--- config.mk ---
export PLATFORM = sky130hd
export DESIGN_NAME = sample_uart_streamer
export DESIGN_NICKNAME = d
export VERILOG_FILES = /design/src/rtl/sample_stream_pkg.sv /design/src/rtl/sample_uart_streamer_sync_fifo.sv /design/src/rtl/sample_uart_streamer.sv
export SDC_FILE = /design/constraint.sdc
export NUM_CORES = 1
export LEC_CHECK = 0
export BUFFER_PORTS_ARGS = -buffer_cell sky130_fd_sc_hd__buf_2
export CORE_UTILIZATION = 48
export DETAILED_ROUTE_END_ITERATION = 10
export PLACE_DENSITY = 0.61
export SLEW_MARGIN = 20
export SYNTH_ARGS = -nofsm -noshare
export SYNTH_HDL_FRONTEND = slang
export SYNTH_SLANG_ARGS = --single-unit
--- constraint.sdc ---
create_clock -name clk -period 5.2 [get_ports clk]
set_input_delay 0.78 -clock clk [delete_from_list [all_inputs] [get_ports clk]]
set_output_delay 0.78 -clock clk [all_outputs]
set_load 0.02 [all_outputs]
--- src/rtl/sample_stream_pkg.sv ---
// ---------------------------------------------------------------------------
// sample_stream_pkg
// Shared definitions for the sample/filter UART streamer:
//   SYNC_BYTE    - first byte of every frame, lets the host resynchronise
//   FRAME_BYTES  - bytes per frame (sync + raw hi/lo + filt hi/lo)
//   uart_state_t - transmitter states
//   frame_byte() - picks byte N (0 = sync byte) out of a 40-bit frame word
// ---------------------------------------------------------------------------
package sample_stream_pkg;

    localparam logic [7:0] SYNC_BYTE   = 8'hA5;
    localparam int         FRAME_BYTES = 5;
    localparam int         FRAME_BITS  = FRAME_BYTES * 8;

    typedef enum logic [1:0] {
        IDLE,
        START,
        DATA,
        STOP
    } uart_state_t;

    // Byte 0 is the most significant byte so the frame goes out in the
    // order sync, raw[15:8], raw[7:0], filt[15:8], filt[7:0].
    function automatic logic [7:0] frame_byte(input logic [FRAME_BITS-1:0] frame,
                                              input logic [2:0]            idx);
        logic [7:0] b;
        case (idx)
            3'd0:    b = frame[39:32];
            3'd1:    b = frame[31:24];
            3'd2:    b = frame[23:16];
            3'd3:    b = frame[15:8];
            default: b = frame[7:0];
        endcase
        return b;
    endfunction

endpackage

--- src/rtl/sample_uart_streamer_sync_fifo.sv ---
// ---------------------------------------------------------------------------
// sync_fifo
// Single-clock FIFO with a combinational head (rd_data shows the oldest
// entry whenever the FIFO is not empty).
//   clk, rst  - clock, synchronous active-high reset (flushes pointers/count)
//   wr_en     - write request, ignored while full
//   wr_data   - data to write
//   rd_en     - pop request, ignored while empty
//   rd_data   - current head entry
//   full      - count == DEPTH
//   empty     - count == 0
//   count     - exact registered occupancy, 0..DEPTH
// DEPTH must be a power of two (>= 2) so the pointers wrap naturally.
// ---------------------------------------------------------------------------
module sync_fifo #(
    parameter int WIDTH = 32,
    parameter int DEPTH = 16
) (
    input  logic                   clk,
    input  logic                   rst,
    input  logic                   wr_en,
    input  logic [WIDTH-1:0]       wr_data,
    input  logic                   rd_en,
    output logic [WIDTH-1:0]       rd_data,
    output logic                   full,
    output logic                   empty,
    output logic [$clog2(DEPTH):0] count
);

    localparam int AW = $clog2(DEPTH);

    logic [WIDTH-1:0] mem [DEPTH];
    logic [AW-1:0]    wr_ptr;
    logic [AW-1:0]    rd_ptr;
    logic             wr_ok;
    logic             rd_ok;

    // Full/empty come from the registered count, so a write while full is
    // refused even if a pop happens on the same edge.
    assign full    = (count == (AW+1)'(DEPTH));
    assign empty   = (count == '0);
    assign wr_ok   = wr_en && !full;
    assign rd_ok   = rd_en && !empty;
    assign rd_data = mem[rd_ptr];

    // Storage array; contents need no reset because count gates every read.
    always_ff @(posedge clk) begin
        if (wr_ok) begin
            mem[wr_ptr] <= wr_data;
        end
    end

    // Pointer and occupancy bookkeeping; a simultaneous push and pop
    // leaves the count unchanged.
    always_ff @(posedge clk) begin
        if (rst) begin
            wr_ptr <= '0;
            rd_ptr <= '0;
            count  <= '0;
        end else begin
            if (wr_ok) begin
                wr_ptr <= wr_ptr + AW'(1);
            end
            if (rd_ok) begin
                rd_ptr <= rd_ptr + AW'(1);
            end
            case ({wr_ok, rd_ok})
                2'b10:   count <= count + (AW+1)'(1);
                2'b01:   count <= count - (AW+1)'(1);
                default: count <= count;
            endcase
        end
    end

endmodule

--- src/rtl/sample_uart_streamer.sv ---
// ---------------------------------------------------------------------------
// sample_uart_streamer
// Captures {raw, filtered} sample pairs into a FIFO and sends each pair over
// an 8N1 UART as a 5-byte frame: A5, raw hi, raw lo, filt hi, filt lo.
//   clk        - system clock
//   rst        - synchronous active-high reset; aborts any frame in flight
//   in_valid   - capture strobe, one pair per high cycle
//   raw_in     - unfiltered sample
//   filt_in    - filtered sample
//   tx         - registered UART line, idles high
//   busy       - high whenever the transmitter is not IDLE
//   overflow   - sticky, set when a pair is dropped on a full FIFO
//   fifo_count - current FIFO occupancy
// ---------------------------------------------------------------------------
module sample_uart_streamer
    import sample_stream_pkg::*;
#(
    parameter int CLKS_PER_BIT = 868,
    parameter int FIFO_DEPTH   = 16
) (
    input  logic                        clk,
    input  logic                        rst,
    input  logic                        in_valid,
    input  logic [15:0]                 raw_in,
    input  logic [15:0]                 filt_in,
    output logic                        tx,
    output logic                        busy,
    output logic                        overflow,
    output logic [$clog2(FIFO_DEPTH):0] fifo_count
);

    localparam int               CNT_W     = (CLKS_PER_BIT > 1) ? $clog2(CLKS_PER_BIT) : 1;
    localparam logic [CNT_W-1:0] BAUD_LAST = CNT_W'(CLKS_PER_BIT - 1);
    localparam logic [2:0]       LAST_BYTE = 3'(FRAME_BYTES - 1);

    uart_state_t           state;
    logic [CNT_W-1:0]      baud_cnt;
    logic [2:0]            bit_idx;
    logic [2:0]            byte_idx;
    logic [FRAME_BITS-1:0] frame_reg;
    logic [31:0]           fifo_rd_data;
    logic                  fifo_full;
    logic                  fifo_empty;
    logic                  pop;
    logic                  baud_done;
    logic [7:0]            cur_byte;

    // The head is taken the same cycle the transmitter sits in IDLE with
    // data waiting, which gives exactly one IDLE cycle between frames.
    assign pop       = (state == IDLE) && !fifo_empty;
    assign baud_done = (baud_cnt == BAUD_LAST);
    assign cur_byte  = frame_byte(frame_reg, byte_idx);
    assign busy      = (state != IDLE);

    sync_fifo #(
        .WIDTH (32),
        .DEPTH (FIFO_DEPTH)
    ) u_fifo (
        .clk     (clk),
        .rst     (rst),
        .wr_en   (in_valid),
        .wr_data ({raw_in, filt_in}),
        .rd_en   (pop),
        .rd_data (fifo_rd_data),
        .full    (fifo_full),
        .empty   (fifo_empty),
        .count   (fifo_count)
    );

    // Sticky drop flag; the full test uses the pre-edge count, matching
    // the FIFO's own write gating.
    always_ff @(posedge clk) begin
        if (rst) begin
            overflow <= 1'b0;
        end else if (in_valid && fifo_full) begin
            overflow <= 1'b1;
        end
    end

    // Transmitter FSM. tx is registered from the current state, so the line
    // trails the state by one cycle: tx drops one edge after the pop and the
    // final stop bit merges with the IDLE cycle that follows it.
    always_ff @(posedge clk) begin
        if (rst) begin
            state     <= IDLE;
            baud_cnt  <= '0;
            bit_idx   <= '0;
            byte_idx  <= '0;
            frame_reg <= '0;
            tx        <= 1'b1;
        end else begin
            case (state)
                IDLE: begin
                    tx       <= 1'b1;
                    baud_cnt <= '0;
                    if (!fifo_empty) begin
                        frame_reg <= {SYNC_BYTE, fifo_rd_data};
                        byte_idx  <= '0;
                        state     <= START;
                    end
                end
                START: begin
                    tx <= 1'b0;
                    if (baud_done) begin
                        baud_cnt <= '0;
                        bit_idx  <= '0;
                        state    <= DATA;
                    end else begin
                        baud_cnt <= baud_cnt + 1'b1;
                    end
                end
                DATA: begin
                    tx <= cur_byte[bit_idx];
                    if (baud_done) begin
                        baud_cnt <= '0;
                        if (bit_idx == 3'd7) begin
                            state <= STOP;
                        end else begin
                            bit_idx <= bit_idx + 1'b1;
                        end
                    end else begin
                        baud_cnt <= baud_cnt + 1'b1;
                    end
                end
                STOP: begin
                    tx <= 1'b1;
                    if (baud_done) begin
                        baud_cnt <= '0;
                        if (byte_idx < LAST_BYTE) begin
                            byte_idx <= byte_idx + 1'b1;
                            state    <= START;
                        end else begin
                            state <= IDLE;
                        end
                    end else begin
                        baud_cnt <= baud_cnt + 1'b1;
                    end
                end
                default: begin
                    tx    <= 1'b1;
                    state <= IDLE;
                end
            endcase
        end
    end

endmodule

==> flow_metrics.tcl <==
set metrics [dict create \
    routed_wl_mm 47.7 \
    crit_top_cell "inv_1" \
    clock-root-buffer "clkbuf_16" \
    final_antenna_net_count 0 \
    synth_edf_count 512 \
    irDropWorstVdd_uv 347 \
    die_height_um 218 \
    cp_num_buf_inv 3 \
    syn_area_um2 22500 \
    period_minus_slack_ps 3270 \
    avgViaCountPerCell 5.87 \
    worst_ep_required_time_ps 5660 \
    hold_viol_final 0 \
    start_kind "flop" \
    fin_ws_ps 1930 \
    cts_htree_levels 2 \
    grt.total_usage_pct 20.7 \
    drc_errors 0 \
    rr_worst_depth 13 \
    syn_inst 1113 \
    antenna_found_initial 3 \
    ys_dominant_reg_cell "edfxtp_1" \
    die_area_um2 47600 \
    ys_types 54 \
    io-pin-count 43 \
    power_leakage_nw 7.92 \
    grt_max_degree 61 \
    fin_skew_ps 12.8 \
    grt.overflow.total 0 \
    setup_viol 0 \
    drv_slew 0 \
    synth-seq-cells 578 \
    max_freq_mhz 306 \
    cts_tree "yes" \
    layout.nets 1243 \
    initial_core_util_pct 49.1 \
    wl_per_cell_um 26.1 \
    powerDensity_nw_per_um2 470 \
    rsz0062_at_grt "no" \
    hold_depth 3 \
    arrival_ps 3730 \
    crit_slowest_cell "nor2_1" \
    relSlewSlack_pct 25.5 \
    io_buffers 42 \
    area_growth_pct 13.1 \
    insertion_delay_ps 600 \
    synthArstFlopShare_pct 0 \
    postCtsSetupRepairBufs 0 \
    tns_ps 0 \
    cts_hold_buf 0 \
    seq_area_frac_synth_pct 74.4 \
    grt_pass1_wl_mm 70.8 \
    largest_reg_flops 512 \
    clock-sinks 578 \
    ctsResizeCount 0 \
    cp_num_cells 13 \
    place.detailed.hpwl_mm 29.0 \
    initialDrtViolationCount 1065 \
    cp-end-kind "flop" \
    clkSlewWorstSetupHoldPaths_ps 60 \
    yosys_warnings 0 \
    cp_cell_sequence "inv_1 -> ha_1 -> inv_1 -> nor2_1 -> ha_1 -> inv_1 -> fa_1 -> nor2b_1 -> o21ai_0 -> and3_1 -> nor3_1 -> xnor2_1 -> nor2_1" \
    avgSynthCellArea_um2 20.2 \
    status "complete, no violations" \
    pre_cts_slack_ps 1730 \
    gp_congestion 0.771 \
    cts_buffer_depth 3 \
    fin_crit_sh_pct 62.8 \
    crit_type "flop to flop" \
    maxCapViolations 0 \
    cp_top_family "simple AND/OR/NAND/NOR gates" \
    cpPeakStageDelay_ps 580 \
    die_w_um 218 \
    hp-class "input port to flop" \
    vias 10700 \
    drive_gt1_share_pct 26.9 \
    fp-row-count 78 \
    drtPass1Iterations 7 \
    tightest_slew_ps 1120 \
    critPathMaxFanout 7 \
    grt_pass1_vias 10800 \
    core_area_um2 45800 \
    syn-num-nets 1171 \
    cts_buffers 57 \
]
[Yosys cell counts (all sizes together), types with 2 or more instances]
| master | number | area share, % |
|---|---|---|
| clkinv | 30 | 0.50 |
| ha | 22 | 1.2 |
| dfxtp | 66 | 5.9 |
| a21oi | 8 | 0.20 |
| a22oi | 6 | 0.20 |
| o2111ai | 2 | 0.078 |
| mux4 | 160 | 16 |
| mux2i | 4 | 0.18 |
| xor2 | 9 | 0.35 |
| buf | 30 | 0.93 |
| nor2 | 56 | 0.94 |
| nand3 | 8 | 0.18 |
| a31oi | 5 | 0.14 |
| o21ai | 36 | 0.80 |
| nor3 | 6 | 0.13 |
| xnor2 | 8 | 0.31 |
| nand4 | 5 | 0.14 |
| a221o | 2 | 0.089 |
| nand2b | 2 | 0.056 |
| edfxtp | 512 | 68 |
| and3 | 2 | 0.056 |
| inv | 20 | 0.33 |
| a222oi | 2 | 0.089 |
| a21o | 2 | 0.067 |
| o21bai | 2 | 0.067 |
| nand3b | 3 | 0.10 |
| nor2b | 10 | 0.28 |
| nand2 | 49 | 0.82 |
| clkbuf | 22 | 0.37 |
| or3 | 3 | 0.084 |
| nor4 | 4 | 0.18 |
[worst reg2reg max path: cells and delay by family (launching register included)]
kind | cells | cell delay [ps]
simple gates | 5 | 1170
fa+ha+maj | 3 | 990
buf+inv | 3 | 350
flops | 1 | 340
xor+xnor | 1 | 140
compound gates | 1 | 130
[cells by family after synthesis]
logic type | count (synthesis) | share of synthesized area, %
AND/OR/NAND/NOR | 153 | 3.15
XOR/XNOR | 17 | 0.663
adder cells (fa/ha/maj) | 23 | 1.32
buffers and inverters | 102 | 2.13
AO/OA/AOI/OAI | 75 | 2.11
multiplexers | 165 | 16.3
flip-flops | 578 | 74.4
[final cells by class]
| type | instances | area (µm²) |
|---|---|---|
| fill | 3378 | 20400 |
| timing repair buffer | 65 | 561 |
| sequential | 578 | 16700 |
| clock buffer | 69 | 1510 |
| inverter | 50 | 188 |
| multi-input combinational | 433 | 5400 |
| tap | 600 | 751 |
| antenna | 3 | 7.51 |
| clock inverter | 28 | 269 |
[metal layers]
layer / global-route usage [%] / up-vias / wire, µm
li1: - / 4625 / -
met1: 32.3 / 5712 / 22400
met2: 30.0 / 333 / 21300
met3: 4.27 / 54 / 3240
met4: 4.45 / 2 / 718
met5: 0 / - / 13
[where the power goes]
group	total [W]	internal (W)	switching, W
combinational	0.00240	0.00108	0.00131
clock	0.00397	0.00230	0.00167
sequential	0.00557	0.00534	0.000238
total	0.0119	0.00872	0.00322
[stage by stage]
stage	cell area [µm²]	instances	hold slack, ps	util, %	power, W
5_1_grt	25400	1823	435	55.5	0.0124
3_5_place_dp	23400	1718	441	51.1	0.00809
6_report	25400	1826	446	55.5	0.0119
2_1_floorplan	22500	1113	420	-	0.00731
3_3_place_gp	23400	1718	435	51.1	0.00805
4_1_cts	25200	1815	413	55.0	0.0120
[layout by cell type, fill, tap and decap left out, drive strengths merged, types with 6 or more instances in the layout]
cell and n:
edfxtp 512, mux4 160, clkbuf 69, dfxtp 66
buf 65, nor2 56, nand2 49, clkinv 47
o21ai 36, ha 22, inv 21, nor2b 10
xor2 9, xnor2 8, nand3 8, a21oi 8
a22oi 6, nor3 6
[worst paths after layout]
path	start	end	slack, ps
hold / removal	in_valid	overflow$_SDFFE_PP0P_	450
setup reg to reg	state[0]$_SDFFE_PP0P_	u_fifo.count[4]$_SDFFE_PP0P_	1930
setup / recovery	state[0]$_SDFFE_PP0P_	u_fifo.count[4]$_SDFFE_PP0P_	1930
hold reg to reg	frame_reg[19]$_SDFFE_PP0P_	frame_reg[19]$_SDFFE_PP0P_	450
Power figures use the tool's default switching activity.
